`config.mk`:
```
export PLATFORM = sky130hd
export DESIGN_NAME = dram_serializer
export DESIGN_NICKNAME = d
export VERILOG_FILES = /design/src/rtl/dram_serializer.sv
export SDC_FILE = /design/constraint.sdc
export NUM_CORES = 1
export LEC_CHECK = 0
export ABC_CLOCK_PERIOD_IN_PS = 2200
export CORE_MARGIN = 4
export CORE_UTILIZATION = 57
export CTS_BUF_LIST = sky130_fd_sc_hd__clkbuf_8
export CTS_CLUSTER_SIZE = 12
export DETAILED_ROUTE_END_ITERATION = 6
export PLACE_DENSITY = 0.94
export SYNTH_ARGS = -nofsm -noshare
export SYNTH_HDL_FRONTEND = slang
export SYNTH_SLANG_ARGS = --single-unit
```
`constraint.sdc`:
```
create_clock -name clk -period 2.2 [get_ports clk]
set_clock_uncertainty 0.15 [all_clocks]
set_input_delay 0.44 -clock clk [delete_from_list [all_inputs] [get_ports clk]]
set_output_delay 0.44 -clock clk [all_outputs]
set_load 0.1 [all_outputs]
```
`src/rtl/dram_serializer.sv`:
```
// dram_serializer: parallel-in/serial-out DQ write-data serializer with a one-word hold buffer.
// Define DRAM_SER_PARITY_EN to append a parity beat {SER_W{^word}} after each word.
module dram_serializer #(
  parameter int DATA_W    = 16,
  parameter int SER_W     = 1,
  parameter bit MSB_FIRST = 1'b0
) (
  input  logic              clk,
  input  logic              rst_b,
  input  logic              flush,
  input  logic              in_valid,
  output logic              in_ready,
  input  logic [DATA_W-1:0] in_data,
  input  logic              shift_en,
  output logic              out_valid,
  output logic [SER_W-1:0]  out_data,
  output logic              out_last
);

  localparam int DATA_BEATS = DATA_W / SER_W;
`ifdef DRAM_SER_PARITY_EN
  localparam int BEATS = DATA_BEATS + 1;
`else
  localparam int BEATS = DATA_BEATS;
`endif
  localparam int CNT_W = (BEATS > 1) ? $clog2(BEATS) : 1;
  localparam logic [CNT_W-1:0] LAST_CNT = CNT_W'(BEATS - 1);

  localparam logic [0:0] IDLE  = 1'b0;
  localparam logic [0:0] SHIFT = 1'b1;

  if ((DATA_W % SER_W) != 0) begin : g_width_check
    $fatal(1, "dram_serializer: DATA_W must be an integer multiple of SER_W");
  end

  logic [0:0]        state;
  logic              hold_full;
  logic [DATA_W-1:0] hold_data;
  logic [DATA_W-1:0] shifter;
  logic [DATA_W-1:0] shifted;
  logic [CNT_W-1:0]  beat_cnt;
  logic [SER_W-1:0]  data_beat;
  logic              accept;
  logic              advance;
  logic              last_beat;
  logic              reload;
`ifdef DRAM_SER_PARITY_EN
  logic              hold_par;
  logic              sh_par;
`endif

  assign accept    = in_valid && in_ready;
  assign advance   = (state == SHIFT) && shift_en;
  assign last_beat = (state == SHIFT) && (beat_cnt == LAST_CNT);
  // The hold word moves into the shifter either from idle or straight after the last beat.
  assign reload    = hold_full && ((state == IDLE) || (advance && last_beat));

  assign shifted   = MSB_FIRST ? (shifter << SER_W) : (shifter >> SER_W);
  assign data_beat = MSB_FIRST ? shifter[DATA_W-1 -: SER_W] : shifter[SER_W-1:0];

  always_ff @(posedge clk or negedge rst_b) begin
    if (!rst_b) begin
      state     <= IDLE;
      hold_full <= 1'b0;
      hold_data <= '0;
      shifter   <= '0;
      beat_cnt  <= '0;
`ifdef DRAM_SER_PARITY_EN
      hold_par  <= 1'b0;
      sh_par    <= 1'b0;
`endif
    end else if (flush) begin
      state     <= IDLE;
      hold_full <= 1'b0;
      shifter   <= '0;
      beat_cnt  <= '0;
    end else begin
      // A same-cycle accept overwrites the word being drained, so hold stays full.
      if (accept) begin
        hold_full <= 1'b1;
        hold_data <= in_data;
`ifdef DRAM_SER_PARITY_EN
        hold_par  <= ^in_data;
`endif
      end else if (reload) begin
        hold_full <= 1'b0;
      end

      if (reload) begin
        state    <= SHIFT;
        shifter  <= hold_data;
        beat_cnt <= '0;
`ifdef DRAM_SER_PARITY_EN
        sh_par   <= hold_par;
`endif
      end else if (advance) begin
        if (last_beat) begin
          state    <= IDLE;
          shifter  <= '0;
          beat_cnt <= '0;
        end else begin
          shifter  <= shifted;
          beat_cnt <= beat_cnt + 1'b1;
        end
      end
    end
  end

  assign in_ready  = !hold_full;
  assign out_valid = (state == SHIFT);
  assign out_last  = out_valid && (beat_cnt == LAST_CNT);

`ifdef DRAM_SER_PARITY_EN
  assign out_data = !out_valid ? '0 :
                    (beat_cnt == CNT_W'(DATA_BEATS)) ? {SER_W{sh_par}} : data_beat;
`else
  assign out_data = out_valid ? data_beat : '0;
`endif

endmodule

```
## After elaboration in Yosys (flattened, before gate mapping)

Index checks and enable logic that the tools add are counted.

| storage, ports and cells | value |
|---|---|
| bits in registers | 38 |
| output and inout bits | 4 |
| word-level logic and storage cells | 37 |

| operators by class | value |
|---|---|
| add/sub/neg operators | 1 |
| equality and inequality tests | 1 |
| muxes and demuxes | 16 |
| bitwise gates (word level) | 2 |
| reductions and logical operators | 12 |

Operator list:

| kind | number |
|---|---|
| two-way mux 16 bit | 3 |
| two-way mux 4 bit | 4 |
| two-way mux 15 bit | 1 |
| nonzero test 3 bit | 3 |
| two-way mux 1 bit | 8 |
| logical AND 1 bit | 5 |
| adder 4 x 1 -> 4 bit (second input constant) | 1 |
| == test 4 bit (second input constant) | 1 |
| AND reduction 2 bit | 2 |
| NOT 1 bit | 2 |
| logical NOT 1 bit | 1 |
| logical OR 1 bit | 1 |

## Depth between registers and ports, before layout

| depth | value |
|---|---|
| word-level depth | 8 |
| mapped depth | 5 |
| gate-level depth less buffers | 4 |

## Least setup slack after synthesis

Ideal clock, no wire load.

| timing path | value |
|---|---|
| path type | reg-to-output |
| start point | register state (netlist: out_valid) |
| end point | output out_last |
| arrival | 2,541 ps |
| required time | 1,610 ps |
| path slack | -931 ps |
| cell stages (with the launch flop) | 4 |
| cells stage by stage | dfrtp_1 -> buf_6 -> inv_1 -> nor2_1 |

| on the way | value |
|---|---|
| cells in the longest elaborated chain, start to end | 1 |

RTL lines:

| item | line | RTL |
|---|---|---|
| start: declaration | 36 | `logic [0:0] state;` |
| start signal: assignment | 63 | `state <= IDLE;` |
| start signal: assignment | 73 | `state <= IDLE;` |
| start signal: assignment | 90 | `state <= SHIFT;` |
| logical AND 1 bit | 111 | `assign out_last = out_valid && (beat_cnt == LAST_CNT);` |
| end: declaration | 17 | `output logic out_last` |

No other way between the ends.

## Worst setup path in the final report

| timing path | value |
|---|---|
| start point | register beat_cnt[0] |
| end point | output out_last |

| on the way | value |
|---|---|
| cells in the longest elaborated chain, start to end | 2 |

RTL lines:

| item | line | RTL |
|---|---|---|
| start: declaration | 41 | `logic [CNT_W-1:0] beat_cnt;` |
| start signal: assignment | 103 | `beat_cnt <= beat_cnt + 1'b1;` |
| == test 4 bit | 111 |  |
| logical AND 1 bit | 111 |  |

No other way between the ends.

==> results.json <==
{
  "status": "completed",
  "hold_viol": 0,
  "gp_congestion": 0.784,
  "powerDensity_nw_per_um2": 665,
  "area_growth_pct": 20.7,
  "drt-pass1-iter-count": 4,
  "synthCells": 160,
  "cts_root_buffer": "clkbuf_8",
  "p_leak_nw": 0.981,
  "synthMuxAreaShare": 0.0976,
  "grt_max_degree": 39,
  "ys_ff_latch": 38,
  "hpwl_mm": 2.95,
  "cts_inserted_buffers": 5,
  "grt_pass1_wl_mm": 7.10,
  "drv_cap": 0,
  "cp.required_ns": 1.61,
  "setup_slack_ns": 0.127,
  "hold_slack_ns": 0.359,
  "synth_cell_types": 36,
  "tightest_slew_ns": 0.439,
  "synth-edff-count": 0,
  "rsz0062_at_grt": "false",
  "synth_compound_area_frac": 0.194,
  "first_global_vias": 1522,
  "rows": 20,
  "cp-start-kind": "register",
  "end_kind": "output port",
  "post_drt_wl_per_cell_um": 18.2,
  "synth_top_family_by_area": "compound AO/OA/AOI/OAI gates",
  "tns_ns": 0,
  "die-area_um2": 4420,
  "hold_path_class": "reg2reg",
  "ios": 25,
  "ant_nets": 0,
  "cts_setup_buffers": 0,
  "cts_tree": "built",
  "period_share": 0.942,
  "ys.flop_type": "dfrtp_1",
  "ys_warn_count": 0,
  "dp_slack_ns": 0.0700,
  "synth-xor-area-share": 0.00449,
  "max_clock_freq_ghz": 0.482,
  "core_um2": 3150,
  "antenna_cells": 0,
  "clk_pin_slew_ns": 0.07,
  "grt_antenna_before_repair": 0,
  "async_reset_ff_frac": 1.00,
  "clk_path_buf_depth": 2,
  "setup_viol": 0,
  "drc": 0,
  "crit_type": "reg2out",
  "max_slew_margin": 0.707,
  "drive_gt1_frac": 0.337,
  "irDropWorstVdd_v": 0.000612,
  "clock_latency_ns": 0.28,
  "htree_levels": 2,
  "finalNetCount": 209,
  "via_per_inst": 6.27,
  "routed_wl_mm": 4.20,
  "final_max_slew_viol_count": 0,
  "fp.dieW_um": 66.5,
  "arrival_ns": 1.48,
  "period_needed_ns": 2.07,
  "initial_utilization": 0.618,
  "synth-simple-area-share": 0.143,
  "fp.dieH_um": 66.5,
  "drt_iter0_markers": 114,
  "overflow": 0,
  "cts_sinks": 38,
  "syn_avg_cell_area_um2": 12.2,
  "synth_fp_nets": 182,
  "port_buffers": 24,
  "syn_area_um2": 1950,
  "grt_usage": 0.214,
  "yosys.area_share.adder": 0.00642,
  "cp_max_fo": 7,
  "yosysSeqAreaShare": 0.488,
  "vias": 1448
}
## path summary, 6_finish.rpt
kind	start	end	slack, ns	cells past startpoint
min in group asynchronous	rst_b	beat_cnt[1]	0.38	2
hold / removal	hold_data[7]	hold_data[7]	0.36	1
max in group asynchronous	rst_b	out_valid	1.33	2
hold reg to reg	hold_data[7]	hold_data[7]	0.36	1
setup / recovery	beat_cnt[0]	out_last	0.13	4
setup reg to reg	out_valid	shifter[11]	0.40	4
## cell usage after synthesis, drive strengths merged, types with 2 or more instances
cell | n | area share
and3 | 16 | 0.057
a221oi | 16 | 0.10
a21oi | 4 | 0.010
nor2 | 17 | 0.037
buf | 7 | 0.037
clkbuf | 5 | 0.026
a22oi | 15 | 0.058
inv | 2 | 0.0038
nand3 | 4 | 0.010
nand2b | 2 | 0.0064
mux2 | 16 | 0.092
dfrtp | 38 | 0.49
nand2 | 5 | 0.012
## cells in the final DEF, fill, tap and decap left out, types with 4 or more instances in the layout
cell and n:
mux2_2 16, a221oi_1 7, a22oi_1 15, buf_12 7, nor2_1 15, a221oi_2 9, buf_4 5, clkdlybuf4s50_1 20
and3_1 7, and3_2 9, a21oi_1 4, dfrtp_1 37, clkbuf_8 5
## metrics by stage
| step | total power, mW | std cells | area, um^2 | utilization |
|---|---|---|---|---|
| 2_1_floorplan | 1.03 | 160 | 1960 | - |
| 3_3_place_gp | 1.12 | 224 | 2270 | 0.720 |
| 3_5_place_dp | 1.15 | 224 | 2270 | 0.720 |
| 4_1_cts | 1.57 | 231 | 2350 | 0.746 |
| 5_1_grt | 1.64 | 231 | 2350 | 0.746 |
| 6_report | 1.56 | 231 | 2350 | 0.746 |
## cells by family after synthesis
family                     Yosys count
DFF                                 38
muxes                               17
xor gates and xnor gates             1
AOI/OAI and AO/OA                   40
buffers and inverters               14
and+or+nand+nor                     49
adders and majority gates            1
## critical path: stages, from the launching register on
cell     delay [ns]
dfrtp_1        0.41
ha_2           0.25
nand3_2        0.19
nor2_4         0.16
buf_12         0.18
## report_power, final
| part | total [mW] | switching, mW | internal, mW |
|---|---|---|---|
| Combinational | 0.297 | 0.144 | 0.153 |
| Sequential | 0.838 | 0.0572 | 0.780 |
| Clock | 0.430 | 0.221 | 0.209 |
| Total | 1.56 | 0.422 | 1.14 |
## cell type report
type                       instances  area, um^2
clock inverter                     2        7.51
fill                             222         800
sequential                        38         952
inverter                           2        7.51
clock buffer                       5        68.8
tap                               44        55.1
timing repair buffer              32         378
multi-input combinational        108         885
## layer usage
layer | vias up | track usage | wire length [um]
met4 | 0 | 0.0914 | 58
met5 | - | 0 | 0
li1 | 658 | - | -
met1 | 728 | 0.255 | 1660
met3 | 7 | 0.0405 | 233
met2 | 55 | 0.374 | 2250
## flip-flops by register name, indices dropped and copies added (netlist names)
name and count:
beat_cnt 4, shifter 16, out_valid 1, hold_full 1, hold_data 16
## timing repair
| action | 4_1_cts | 5_1_grt |
|---|---|---|
| pin swaps | 0 | 0 |
| resized for setup | 1 | 1 |
| setup endpoints to repair | 1 | 1 |
| hold buffers | 0 | 0 |
(Power assumes the default switching activity.)
==> patch 1, RTL diff (config.mk and constraints unchanged) <==
Change the parameter `DATA_W` from 16 to 32.
--- a/src/rtl/dram_serializer.sv
+++ b/src/rtl/dram_serializer.sv
@@ -1,7 +1,7 @@
 // dram_serializer: parallel-in/serial-out DQ write-data serializer with a one-word hold buffer.
 // Define DRAM_SER_PARITY_EN to append a parity beat {SER_W{^word}} after each word.
 module dram_serializer #(
-  parameter int DATA_W    = 16,
+  parameter int DATA_W    = 32,
   parameter int SER_W     = 1,
   parameter bit MSB_FIRST = 1'b0
 ) (
Ports: changed (resized in_data); port bits go from 25 to 41. The function was not compared with the original's and may differ.
==> patch 1 against the original RTL <==
The run now ends with design-rule violations, negative setup slack left; synthesized area rose by 88%; worst setup slack got worse by 240 ps; total power rose by 110%; routed wire length rose by 94%; sequential power rose by 90%; non-clock buffer count rose by 25; sequential cell count rose by 33; final area rose by 86%; register-to-register slack got worse by 490 ps; critical endpoint unchanged; highest routed layer unchanged.
==> patch 1: results (changes against the original RTL) <==
cts bufs inserted -> 9 (was 5)
Iter 0 DRT Violations -> 409 (was 114)
register area share after synthesis -> 48.5% (was 48.8%)
Commonest cells post-synth -> dfrtp_1 (71), mux2_1 (32), a222oi_1 (31), o2bb2ai_1 (31), mux2_4 (30) (was dfrtp_1 (38), mux2_2 (16), nor2_1 (16), a22oi_1 (15))
outcome -> finished with violations (was complete, no violations)
Filler cells -> 380 (was 222)
Clk Latency, worst-skew pair -> 350 ps (was 280 ps)
layout cell share with drive strength beyond 1 -> 25.9% (was 33.7%)
# nets final -> 339 (was 209)
DRC -> 29 (was 0)
Largest regs -> hold_data x32, shifter x32, beat_cnt x5 (was hold_data x16, shifter x16, beat_cnt x4)
first-pass GRT wire length -> 13.4 mm (was 7.10 mm)
Detail Placement HPWL -> 4.86 mm (was 2.95 mm)
post-route setup slack -> -110 ps (was 127 ps)
post-synthesis adder-cell area fraction -> 0.684% (was 0.642%)
All-Layer GR Usage -> 22.5% (was 21.4%)
post-place setup slack -> -566 ps (was 70.0 ps)
Post-Route WL -> 8.14 mm (was 4.20 mm)
mux contribution to synthesized area -> 23.0% (was 9.76%)
# setup viols final -> 14 (was 0)
Via density -> 6.76 (was 6.27)
port bufs -> 40 (was 24)
beginning of the worst hold path -> shifter[28] (was hold_data[7])
sequential power share -> 48.7% (was 53.5%)
peak fanout along the critical path -> 4 (was 7)
internal power -> 0.00235 W (was 0.00114 W)
failing checks -> design-rule violations, negative setup slack
dominant cells by area after synthesis -> dfrtp_1 (49%), mux2_4 (12%), mux2_1 (9.8%), a222oi_1 (8.5%), o2bb2ai_1 (7.4%) (was dfrtp_1 (49%), mux2_2 (9.2%), a221oi_2 (6.9%), a22oi_1 (5.8%), and3_2 (3.5%))
## patch 1: cell type report
class,instances,share of cell area (%)
Clock buffer,10,3.15
Sequential cell,71,40.7
Clock inverter,6,1.40
Timing Repair Buffer,57,13.9
Multi-Input combinational cell,157,38.3
Tap cell,75,2.15
Inverter,4,0.401
## patch 1: cells by family after synthesis
kind of cell / Yosys count
adders and majority gates: 2
DFF: 71
and+or+nand+nor: 22
buffers and inverters: 29
AOI/OAI and AO/OA: 68
muxes: 65
## patch 1: power groups by stage
stage / combinational [W] / clock [W] / sequential, W
2_1_floorplan: 0.000447 / 0 / 0.00157
3_3_place_gp: 0.000584 / 0 / 0.00160
3_5_place_dp: 0.000614 / 0 / 0.00161
4_1_cts: 0.000624 / 0.00107 / 0.00159
5_1_grt: 0.000671 / 0.00112 / 0.00161
6_report: 0.000625 / 0.00105 / 0.00159
## patch 1: per-stage QoR
step / setup TNS [ps] / area (µm²) / std cells
3_3_place_gp: -11080 / 4100 / 359
3_5_place_dp: -14260 / 4100 / 359
4_1_cts: -176 / 4350 / 378
6_report: -487 / 4370 / 380
2_1_floorplan: 0 / 3660 / 257
5_1_grt: -2280 / 4370 / 380
## patch 1: final timing paths
path / cells past startpoint / slack, ps / endpoint
worst max-delay path: 6 / -110 / out_last
worst min-delay path: 1 / 360 / shifter[28]
worst max register to register: 6 / -90 / shifter[20]
worst min register to register: 1 / 360 / shifter[28]
max in group asynchronous: 3 / 1110 / out_valid
min in group asynchronous: 3 / 490 / beat_cnt[1]
## patch 1: worst max-delay path, cell delays in order (launching register included)
cell and delay, ps:
dfrtp_1 390, ha_2 190, and3_4 180, ha_4 170, buf_6 120, and2_4 160, buf_12 160
## patch 1: layer usage
metal  vias to the layer above  global-route usage [%]  wire length, µm
li1                       1125                       -                -
met1                      1316                    29.4             3350
met2                       112                    37.1             4130
met3                        16                    5.83              529
met4                         0                    7.14              123
met5                         -                       0                0
## patch 1: what timing repair did
| item | CTS | global route |
|---|---|---|
| endpoints found under the hold margin | 71 | 0 |
| hold buffers | 1 | 0 |
| pin swaps | 9 | 45 |
| buffers inserted | 2 | 2 |
| gates resized for setup | 7 | 0 |
| gates cloned | 0 | 0 |
| setup endpoints to repair | 32 | 32 |
==> patch 2, RTL diff (config.mk and constraints unchanged) <==
Made on the original files. Reset style: synchronous (`rst_b`), changed in one clocked block.
--- a/src/rtl/dram_serializer.sv
+++ b/src/rtl/dram_serializer.sv
@@ -58,7 +58,7 @@
   assign shifted   = MSB_FIRST ? (shifter << SER_W) : (shifter >> SER_W);
   assign data_beat = MSB_FIRST ? shifter[DATA_W-1 -: SER_W] : shifter[SER_W-1:0];
 
-  always_ff @(posedge clk or negedge rst_b) begin
+  always_ff @(posedge clk) begin
     if (!rst_b) begin
       state     <= IDLE;
       hold_full <= 1'b0;
Formal check against the unedited RTL: differs if rst_b is asserted again (counterexample within 4 cycles, from zero or initial values and one cycle with rst_b low); with rst_b held inactive, the same outputs for 10 cycles.
==> patch 2 against the original RTL <==
Sequential cell count stayed put; via count is 1.9% lower; sequential share of layout area is 4.0 points lower; total power is 2.2% higher; worst setup slack better by 38 ps; synthesized area is 16% lower; die area is 14% lower; final area is 11% lower; routed wire length is 8.2% lower; critical endpoint is now shifter[7].
==> patch 2: results (changes against the original RTL) <==
# nets final -> 225 (was 209)
Detail Placement HPWL -> 2.57 mm (was 2.95 mm)
hold slack -> 325 ps (was 359 ps)
outcome -> complete, no violations (unchanged)
Hold Crit Depth -> 2 (was 1)
peak fanout along the critical path -> 16 (was 7)
slack of the worst reg-to-reg path -> 190 ps (was 400 ps)
maximum vdd drop -> 0.724 mV (was 0.612 mV)
Synth async-reset ratio -> 0% (was 100%)
dominant cells by area after synthesis -> dfxtp_1 (46%), nand2_1 (7.8%), a21boi_0 (6.9%), a221oi_2 (5.5%), nor2_1 (5.0%) (was dfrtp_1 (49%), mux2_2 (9.2%), a221oi_2 (6.9%), a22oi_1 (5.8%), and3_2 (3.5%))
Synth Warn # -> 0 (unchanged)
Ant. Diodes -> 0 (unchanged)
largest net degree at the start of global routing -> 22 (was 39)
Worst R2R Path Depth -> 4 (unchanged)
layout cell share with drive strength beyond 1 -> 18.1% (was 33.7%)
cts bufs inserted -> 5 (unchanged)
Largest regs -> hold_data x16, shifter x16, beat_cnt x4 (unchanged)
leakage power -> 0.771 nW (was 0.981 nW)
vias in the first global route -> 1342 (was 1522)
Yosys cell types -> 35 (was 36)
Net Count, Synth -> 200 (was 182)
GPL Wtd Cong -> 0.832 (was 0.784)
All-Layer GR Usage -> 22.7% (was 21.4%)
worst slew pin tran -> 879 ps (was 439 ps)
Iter 0 DRT Violations -> 96 (was 114)
H-tree Lvls -> 2 (unchanged)
Hold Crit Class -> reg -> reg (unchanged)
Commonest cells post-synth -> dfxtp_1 (38), nand2_1 (34), nor2_1 (22), a21boi_0 (15), nor3_1 (11) (was dfrtp_1 (38), mux2_2 (16), nor2_1 (16), a22oi_1 (15))
max frequency -> 491 MHz (was 482 MHz)
DR vias -> 1421 (was 1448)
initial antenna violation count -> 0 (unchanged)
port bufs -> 24 (unchanged)
first-pass GRT wire length -> 6.27 mm (was 7.10 mm)
post-place setup slack -> -60.9 ps (was 70.0 ps)
register area share after synthesis -> 46.4% (was 48.8%)
maximum root-to-sink buffer count -> 2 (unchanged)
Post-Route WL -> 3.86 mm (was 4.20 mm)
worst endpoint data arrival time -> 2090 ps (was 1480 ps)
-- patch 2: report_power, final --
part | switching [W] | internal, W
combinational | 0.0000851 | 0.0000750
sequential | 0.0000175 | 0.000709
clock | 0.000257 | 0.000454
total | 0.000359 | 0.00124
-- patch 2: kinds of logic (layout without fill, tap and decap cells) --
| group | Yosys count | in the layout | share of synthesized area, % |
|---|---|---|---|
| compound gates | 38 | 38 | 21.4 |
| xor+xnor | 2 | 2 | 1.07 |
| fa+ha+maj | 1 | 1 | 0.763 |
| buf+inv | 12 | 38 | 4.35 |
| flops | 38 | 38 | 46.4 |
| mux | 2 | 2 | 1.22 |
| simple gates | 85 | 85 | 24.8 |
-- patch 2: final cells by class --
class,count,area (µm²)
multi-input combinational,128,816
sequential,38,762
fill,192,669
timing repair buffer,29,330
clock buffer,5,68.8
clock inverter,3,68.8
tap,31,38.8
inverter,1,3.75
-- patch 2: layer usage --
metal / GRT usage [%] / share of wire (%) / up-vias
li1: - / - / 674
met1: 27.1 / 39 / 662
met2: 37.8 / 50 / 74
met3: 6.08 / 8.2 / 11
met4: 10.6 / 2.8 / 0
met5: 0 / 0 / -
-- patch 2: path summary, 6_finish.rpt --
kind,startpoint,endpoint
setup reg to reg,out_valid,shifter[7]
hold reg to reg,hold_data[2],hold_data[2]
setup / recovery,shift_en,shifter[7]
hold / removal,hold_data[2],hold_data[2]
-- patch 2: through the flow --
stage	utilization [%]	instances	cell area [µm²]
4_1_cts	75.5	235	2080
5_1_grt	75.7	235	2090
6_report	75.7	235	2090
3_5_place_dp	70.6	227	1950
2_1_floorplan	-	178	1640
3_3_place_gp	70.6	227	1950
-- patch 2: critical path: stages --
cell             delay (ps)
clkdlybuf4s50_1         490
a21oi_2                 710
a221oi_1                170
nor3_1                  280
-- patch 2: what timing repair did --
action                     in CTS  in global routing
resized for setup               0                  1
setup buffers                   0                  0
setup endpoints to repair       0                  1
